--- config.mk ---
export PLATFORM = sky130hd
export DESIGN_NAME = alu_operand_stage
export DESIGN_NICKNAME = d
export VERILOG_FILES = /design/src/rtl/alu_operand_stage.sv
export SDC_FILE = /design/constraint.sdc
export NUM_CORES = 1
export LEC_CHECK = 0
export ABC_AREA = 1
export ABC_CLOCK_PERIOD_IN_PS = 2200
export CORE_MARGIN = 10
export CORE_UTILIZATION = 47
export CTS_CLUSTER_DIAMETER = 30
export DETAILED_ROUTE_END_ITERATION = 7
export PLACE_DENSITY_LB_ADDON = 0.08
export SYNTH_ARGS = -nofsm -noshare
export SYNTH_HDL_FRONTEND = slang
export SYNTH_SLANG_ARGS = --single-unit
--- constraint.sdc ---
create_clock -name clk -period 2.2 [get_ports clk]
set_clock_uncertainty 0.1 [all_clocks]
set_input_delay 0.66 -clock clk [delete_from_list [all_inputs] [get_ports clk]]
set_output_delay 0.66 -clock clk [all_outputs]
set_load 0.01 [all_outputs]
--- src/rtl/alu_operand_stage.sv ---
// -----------------------------------------------------------------------------
// alu_operand_stage
//
// This is the operand-fetch and issue stage that sits in front of the ALU. It
// holds a small register file. Register 0 is hardwired to zero. The stage reads
// operand A from rs_a. It reads operand B from rs_b, or takes it from the
// immediate. The operands and the 2-bit operation are captured into an output
// pipeline register, and that register drives the ALU's src_a, src_b and
// ALU_Control inputs.
//
// A write-back in the same cycle bypasses into any source operand it targets.
// Flush drops the instruction that is held in the output register and blocks
// the incoming one. The register file write still happens during a flush.
//
// Ports
//   clk, reset_n            : clock and synchronous active-low reset
//   in_valid / in_ready     : upstream handshake
//   in_op                   : ALU operation code, passed through unchanged
//   in_rs_a / in_rs_b       : source register addresses
//   in_rd                   : destination tag, passed through
//   in_use_imm / in_imm     : select the immediate as operand B
//   wb_en/wb_addr/wb_data   : register file write-back port
//   flush                   : discard the held and the incoming instruction
//   src_a/src_b/ALU_Control : registered operands and operation to the ALU
//   out_rd                  : registered destination tag
//   out_valid / out_ready   : downstream handshake
// -----------------------------------------------------------------------------
module alu_operand_stage #(
  parameter int WIDTH  = 8,
  parameter int REGS   = 4,
  parameter int ADDR_W = $clog2(REGS)
) (
  input  logic              clk,
  input  logic              reset_n,
  input  logic              in_valid,
  output logic              in_ready,
  input  logic [1:0]        in_op,
  input  logic [ADDR_W-1:0] in_rs_a,
  input  logic [ADDR_W-1:0] in_rs_b,
  input  logic [ADDR_W-1:0] in_rd,
  input  logic              in_use_imm,
  input  logic [WIDTH-1:0]  in_imm,
  input  logic              wb_en,
  input  logic [ADDR_W-1:0] wb_addr,
  input  logic [WIDTH-1:0]  wb_data,
  input  logic              flush,
  output logic [WIDTH-1:0]  src_a,
  output logic [WIDTH-1:0]  src_b,
  output logic [1:0]        ALU_Control,
  output logic [ADDR_W-1:0] out_rd,
  output logic              out_valid,
  input  logic              out_ready
);

  logic [WIDTH-1:0] regs [REGS];
  logic [WIDTH-1:0] op_a;
  logic [WIDTH-1:0] op_b;
  logic             wb_live;
  logic             accept;

  // A write to address 0 is never live. As a result, a matching source
  // address can never pull wb_data into a read of r0.
  assign wb_live  = wb_en && (wb_addr != '0);

  assign in_ready = (!out_valid || out_ready) && !flush;
  assign accept   = in_valid && in_ready;

  // Combinational operand read. The order is: r0 reads as zero first, then a
  // same-cycle bypass, then the register file contents.
  always_comb begin
    // NOTE: every output of this block gets a default before any branch. If a
    // path left one of them unassigned, synthesis would infer a latch.
    op_a = '0;
    op_b = '0;
    if (in_rs_a != '0) begin
      if (wb_live && (wb_addr == in_rs_a)) op_a = wb_data;
      else                                 op_a = regs[in_rs_a];
    end
    if (in_use_imm) begin
      op_b = in_imm;
    end else if (in_rs_b != '0) begin
      if (wb_live && (wb_addr == in_rs_b)) op_b = wb_data;
      else                                 op_b = regs[in_rs_b];
    end
  end

  // Register file. Entry 0 is never written after reset, so it stays zero. Its
  // reads are also masked above.
  always_ff @(posedge clk) begin
    if (!reset_n) begin
      // NOTE: the register file is reset on purpose. Architectural registers
      // must read 0 after reset. This is why the array is built from flops and
      // not from a RAM macro.
      for (int i = 0; i < REGS; i++) regs[i] <= '0;
    end else if (wb_live) begin
      regs[wb_addr] <= wb_data;
    end
  end

  // Output pipeline register. Flush takes priority over accept and consume.
  // Consume without replacement clears only the valid bit. The data fields
  // keep their last values.
  always_ff @(posedge clk) begin
    if (!reset_n) begin
      // NOTE: all sequential state uses non-blocking assignments. Each flop
      // then samples pre-edge values, whatever order the blocks evaluate in.
      out_valid   <= 1'b0;
      src_a       <= '0;
      src_b       <= '0;
      ALU_Control <= 2'b00;
      out_rd      <= '0;
    end else if (flush) begin
      out_valid   <= 1'b0;
    end else if (accept) begin
      out_valid   <= 1'b1;
      src_a       <= op_a;
      src_b       <= op_b;
      ALU_Control <= in_op;
      out_rd      <= in_rd;
    end else if (out_valid && out_ready) begin
      out_valid   <= 1'b0;
    end
  end

endmodule

======== Word-level counts from Yosys, hierarchy flattened ========
Memories as Yosys holds them, arrays and structs flattened.
Cells that the tools add are included.
word-level totals
  bits in writable memories ............... 32
  word-level logic and storage cells ...... 40
  output and inout port bits .............. 22
  memories ................................ 1
  input port bits ......................... 33
  flip-flop bits (word level) ............. 21
memories
  name  depth  width  read ports  clocked after memory_dff  wr ports  RTL line  source
  regs  4      8      2           0                         4         55        logic [WIDTH-1:0] regs [REGS];
operators by class
  multiplexer cells ....................... 14
  equal/unequal tests ..................... 2
  reduce and logical (&&, ||, !) cells .... 16
  bitwise logic cells ..................... 2
operator list
  operator             count
  two-way mux 8 bit    6
  nonzero test 2 bit   4
  OR reduction 8 bit   1
  two-way mux 1 bit    7
  logical AND 1 bit    6
  == test 2 bit        2
  logical NOT 1 bit    2
  two-way mux 2 bit    1
  NOT 1 bit            2
  AND reduction 2 bit  1
  OR reduction 2 bit   1
  logical OR 1 bit     1

======== Logic depth before layout (Yosys ltp) ========
  word-level depth ........................ 7
  depth in mapped cells ................... 9
  gate-level depth less buffers ........... 8

======== Worst setup path before layout ========
Ideal clock, no wire load.
  kind .................................... input to register
  start ................................... in wb_addr[0]
  end ..................................... mem regs[2][0] (enable)
  path slack .............................. -26 ps
  stages .................................. 6
  path buffers ............................ 2
  data arrival time ....................... 1,742 ps
  setup time .............................. 384 ps
  required time ........................... 1,716 ps
  cells stage by stage .................... buf_6 nand2_4 nand2_4 buf_8 nand2_2 o21ai_0
RTL lines
  what                RTL line  source
  start: declaration  44        input logic [ADDR_W-1:0] wb_addr,
  end: declaration    55

======== Final worst setup path ========
  start ................................... in flush
  end ..................................... out in_ready
between the ends
  word-level cells in the longest chain between the ends .. 2
RTL lines
  what                RTL line  source
  start: declaration  46        input logic flush,
  logical NOT 1 bit   65        assign in_ready = (!out_valid || out_ready) && !flush;
  logical AND 1 bit   65
  end: declaration    36        output logic in_ready,
No other way between the ends.

==> flow_summary.json <==
{
  "dr_total_vias": 2692,
  "r2r_start": "out_valid",
  "period_minus_slack_ns": 2.10,
  "maxCapViolations": 0,
  "insertion_delay_ns": 0.31,
  "p_total_uw": 2250,
  "internal-power_uw": 1600,
  "critical_path_buf_inv_count": 2,
  "whs_ns": 0.368,
  "cts_setup_buffers": 0,
  "cts_buffers": 5,
  "mostFrequentLayoutCells": "nand2_1, clkdlybuf4s50_1, nand3_1",
  "detail_route.iter0.violations": 197,
  "hp-class": "flip-flop to flip-flop",
  "path_clk_slew_ns": 0.09,
  "filler_cell_count": 534,
  "synthTopCellsByArea": "edfxtp_1, nand2_1, dfxtp_1",
  "grt_usage_pct": 16.9,
  "first_global_vias": 2654,
  "ios": 55,
  "ys_types": 25,
  "diodes": 0,
  "worstHoldStart": "out_rd[1]",
  "antenna_found_initial": 0,
  "worstPathMaxFanout": 2,
  "area_growth_pct": 34.4,
  "postRouteAntennaNets": 0,
  "p_sw_uw": 649,
  "dr.pass1.iters": 4,
  "rsz0062_at_grt": "false",
  "switching_share_pct": 28.8,
  "status": "complete, no violations",
  "crit_start": "flush",
  "worstPathRequired_ns": 1.44,
  "viasPerCell": 5.24,
  "yosys_warnings": 0,
  "portBuffers": 54,
  "core_um2": 5890,
  "h-tree-depth": 2,
  "clkSinkCount": 53,
  "peakVddDrop_v": 0.000443,
  "slowest_stage": "clkdlybuf4s50_1",
  "cts_root_buffer": "clkbuf_8",
  "nNetsFinal": 471,
  "grt_overflow_total": 0,
  "yosysTopAreaCell": "edfxtp_1",
  "crit_type": "input pin to output pin",
  "regArea_um2": 1380,
  "path_delay_family": "buffers and inverters",
  "ys_seq_area_share_pct": 48.9,
  "finalHoldViolCount": 0,
  "cp-start-kind": "input pin",
  "cp_cell_sequence": "clkdlybuf4s50_1 -> nor2_1 -> buf_2",
  "die-width_um": 97.5,
  "leakagePower_uw": 0.00160,
  "drv_slew": 0,
  "synth_cells": 356,
  "period_share_pct": 95.6,
  "drive_gt1_share_pct": 12.5,
  "die_area_um2": 9510,
  "critPathArrivalTime_ns": 1.34,
  "routed_wl_mm": 8.19,
  "synth-seq-cells": 53,
  "max_stage_delay_ns": 0.42,
  "drc": 0,
  "final_common_cell": "nand2_1",
  "wl_per_cell_um": 15.9,
  "cts_tree": "built",
  "seqPwrFrac_pct": 51.8,
  "start_util_pct": 48.0,
  "combPwrFrac_pct": 23.0,
  "syn-mean-instance-area_um2": 7.93,
  "synth_top_area_share_pct": 34.0,
  "end_kind": "output pin",
  "dp_hpwl_mm": 6.25,
  "rows": 28,
  "fp.dieH_um": 97.5,
  "pwr_density_cell_nw_per_um2": 593,
  "syn_area_um2": 2820,
  "postCtsHoldBufs": 0,
  "cts_buffer_depth": 2,
  "grt_start_max_net_pins": 22,
  "grt_pass1_wl_mm": 13.4,
  "pwr-share-clk_pct": 25.2,
  "place_congestion": 0.896,
  "max_freq_mhz": 476,
  "setup_violations": 0,
  "multi_input_area_um2": 1280
}
==> metrics by stage <==
step	setup TNS, ns	utilization [%]	instance area [um^2]	worst slack, ns	std cells
after floorplan	0	-	2850	0.192	363
after global placement	-0.972	63.0	3710	-0.394	506
after detailed placement	-1.42	63.0	3710	-0.402	506
after CTS	0	64.4	3790	0.0249	514
after global routing	0	64.5	3790	0.0535	514
final	0	64.5	3790	0.0975	514
==> worst reg2reg max path, delay by kind of cell (launching register included) <==
kind	cells	cell delay, ns
DFF	1	0.33
buffers and inverters	2	0.35
and+or+nand+nor	3	0.28
AOI/OAI and AO/OA	2	0.26
==> flip-flops by register name, summed over array words and instances (netlist names) <==
signal and cells:
src_b 8, src_a 8, out_rd 2, regs 32, out_valid 1, ALU_Control 2
==> power by group through the flow <==
stage / combinational, uW / clock [uW] / sequential, uW
finish: 517 / 566 / 1170
global route: 570 / 600 / 1170
CTS: 516 / 571 / 1170
detailed placement: 514 / 0 / 1190
global placement: 508 / 0 / 1190
floorplan: 257 / 0 / 1190
==> layout make-up <==
cell class                 instances  share of cell area (%)
clock inverter                     1                   0.198
multi-input combinational        270                    33.8
sequential                        53                    36.4
tap                               75                    2.47
clock buffer                       7                    2.08
inverter                          22                    2.18
timing repair buffer              86                    22.8
==> cell families after synthesis <==
kind of cell | Yosys count | synth area share, %
buffers and inverters | 40 | 6.60
xor gates and xnor gates | 2 | 1.55
DFF | 53 | 48.9
other | 1 | 0.133
and+or+nand+nor | 221 | 35.6
AOI/OAI and AO/OA | 39 | 7.18
==> per-layer routing <==
layer	wire length (um)	vias to the layer above	track usage, %
met5	0	-	0
met4	133	0	4.81
met3	552	13	5.26
met2	3890	75	28.0
met1	3610	1253	20.4
li1	-	1351	-
==> Yosys cell counts, drive strengths merged <==
cell,instances
a21oi,29
buf,12
clkbuf,6
clkinv,3
conb,1
dfxtp,21
edfxtp,32
inv,19
nand2,124
nand3,51
nand4,16
nor2,21
nor3,9
o21ai,10
xnor2,2
==> worst paths after layout <==
| kind | to | slack [ns] | depth (start not counted) |
|---|---|---|---|
| setup reg to reg | src_b[1] | 0.82 | 7 |
| hold reg to reg | out_rd[1] | 0.37 | 2 |
| setup / recovery | in_ready | 0.1 | 3 |
| hold / removal | out_rd[1] | 0.37 | 2 |
==> what timing repair did <==
action                     in CTS  in global routing
gates resized for setup         4                  2
pin swaps                       0                  1
setup endpoints to repair       1                  1
No activity file was read; power rests on OpenSTA's default activity.
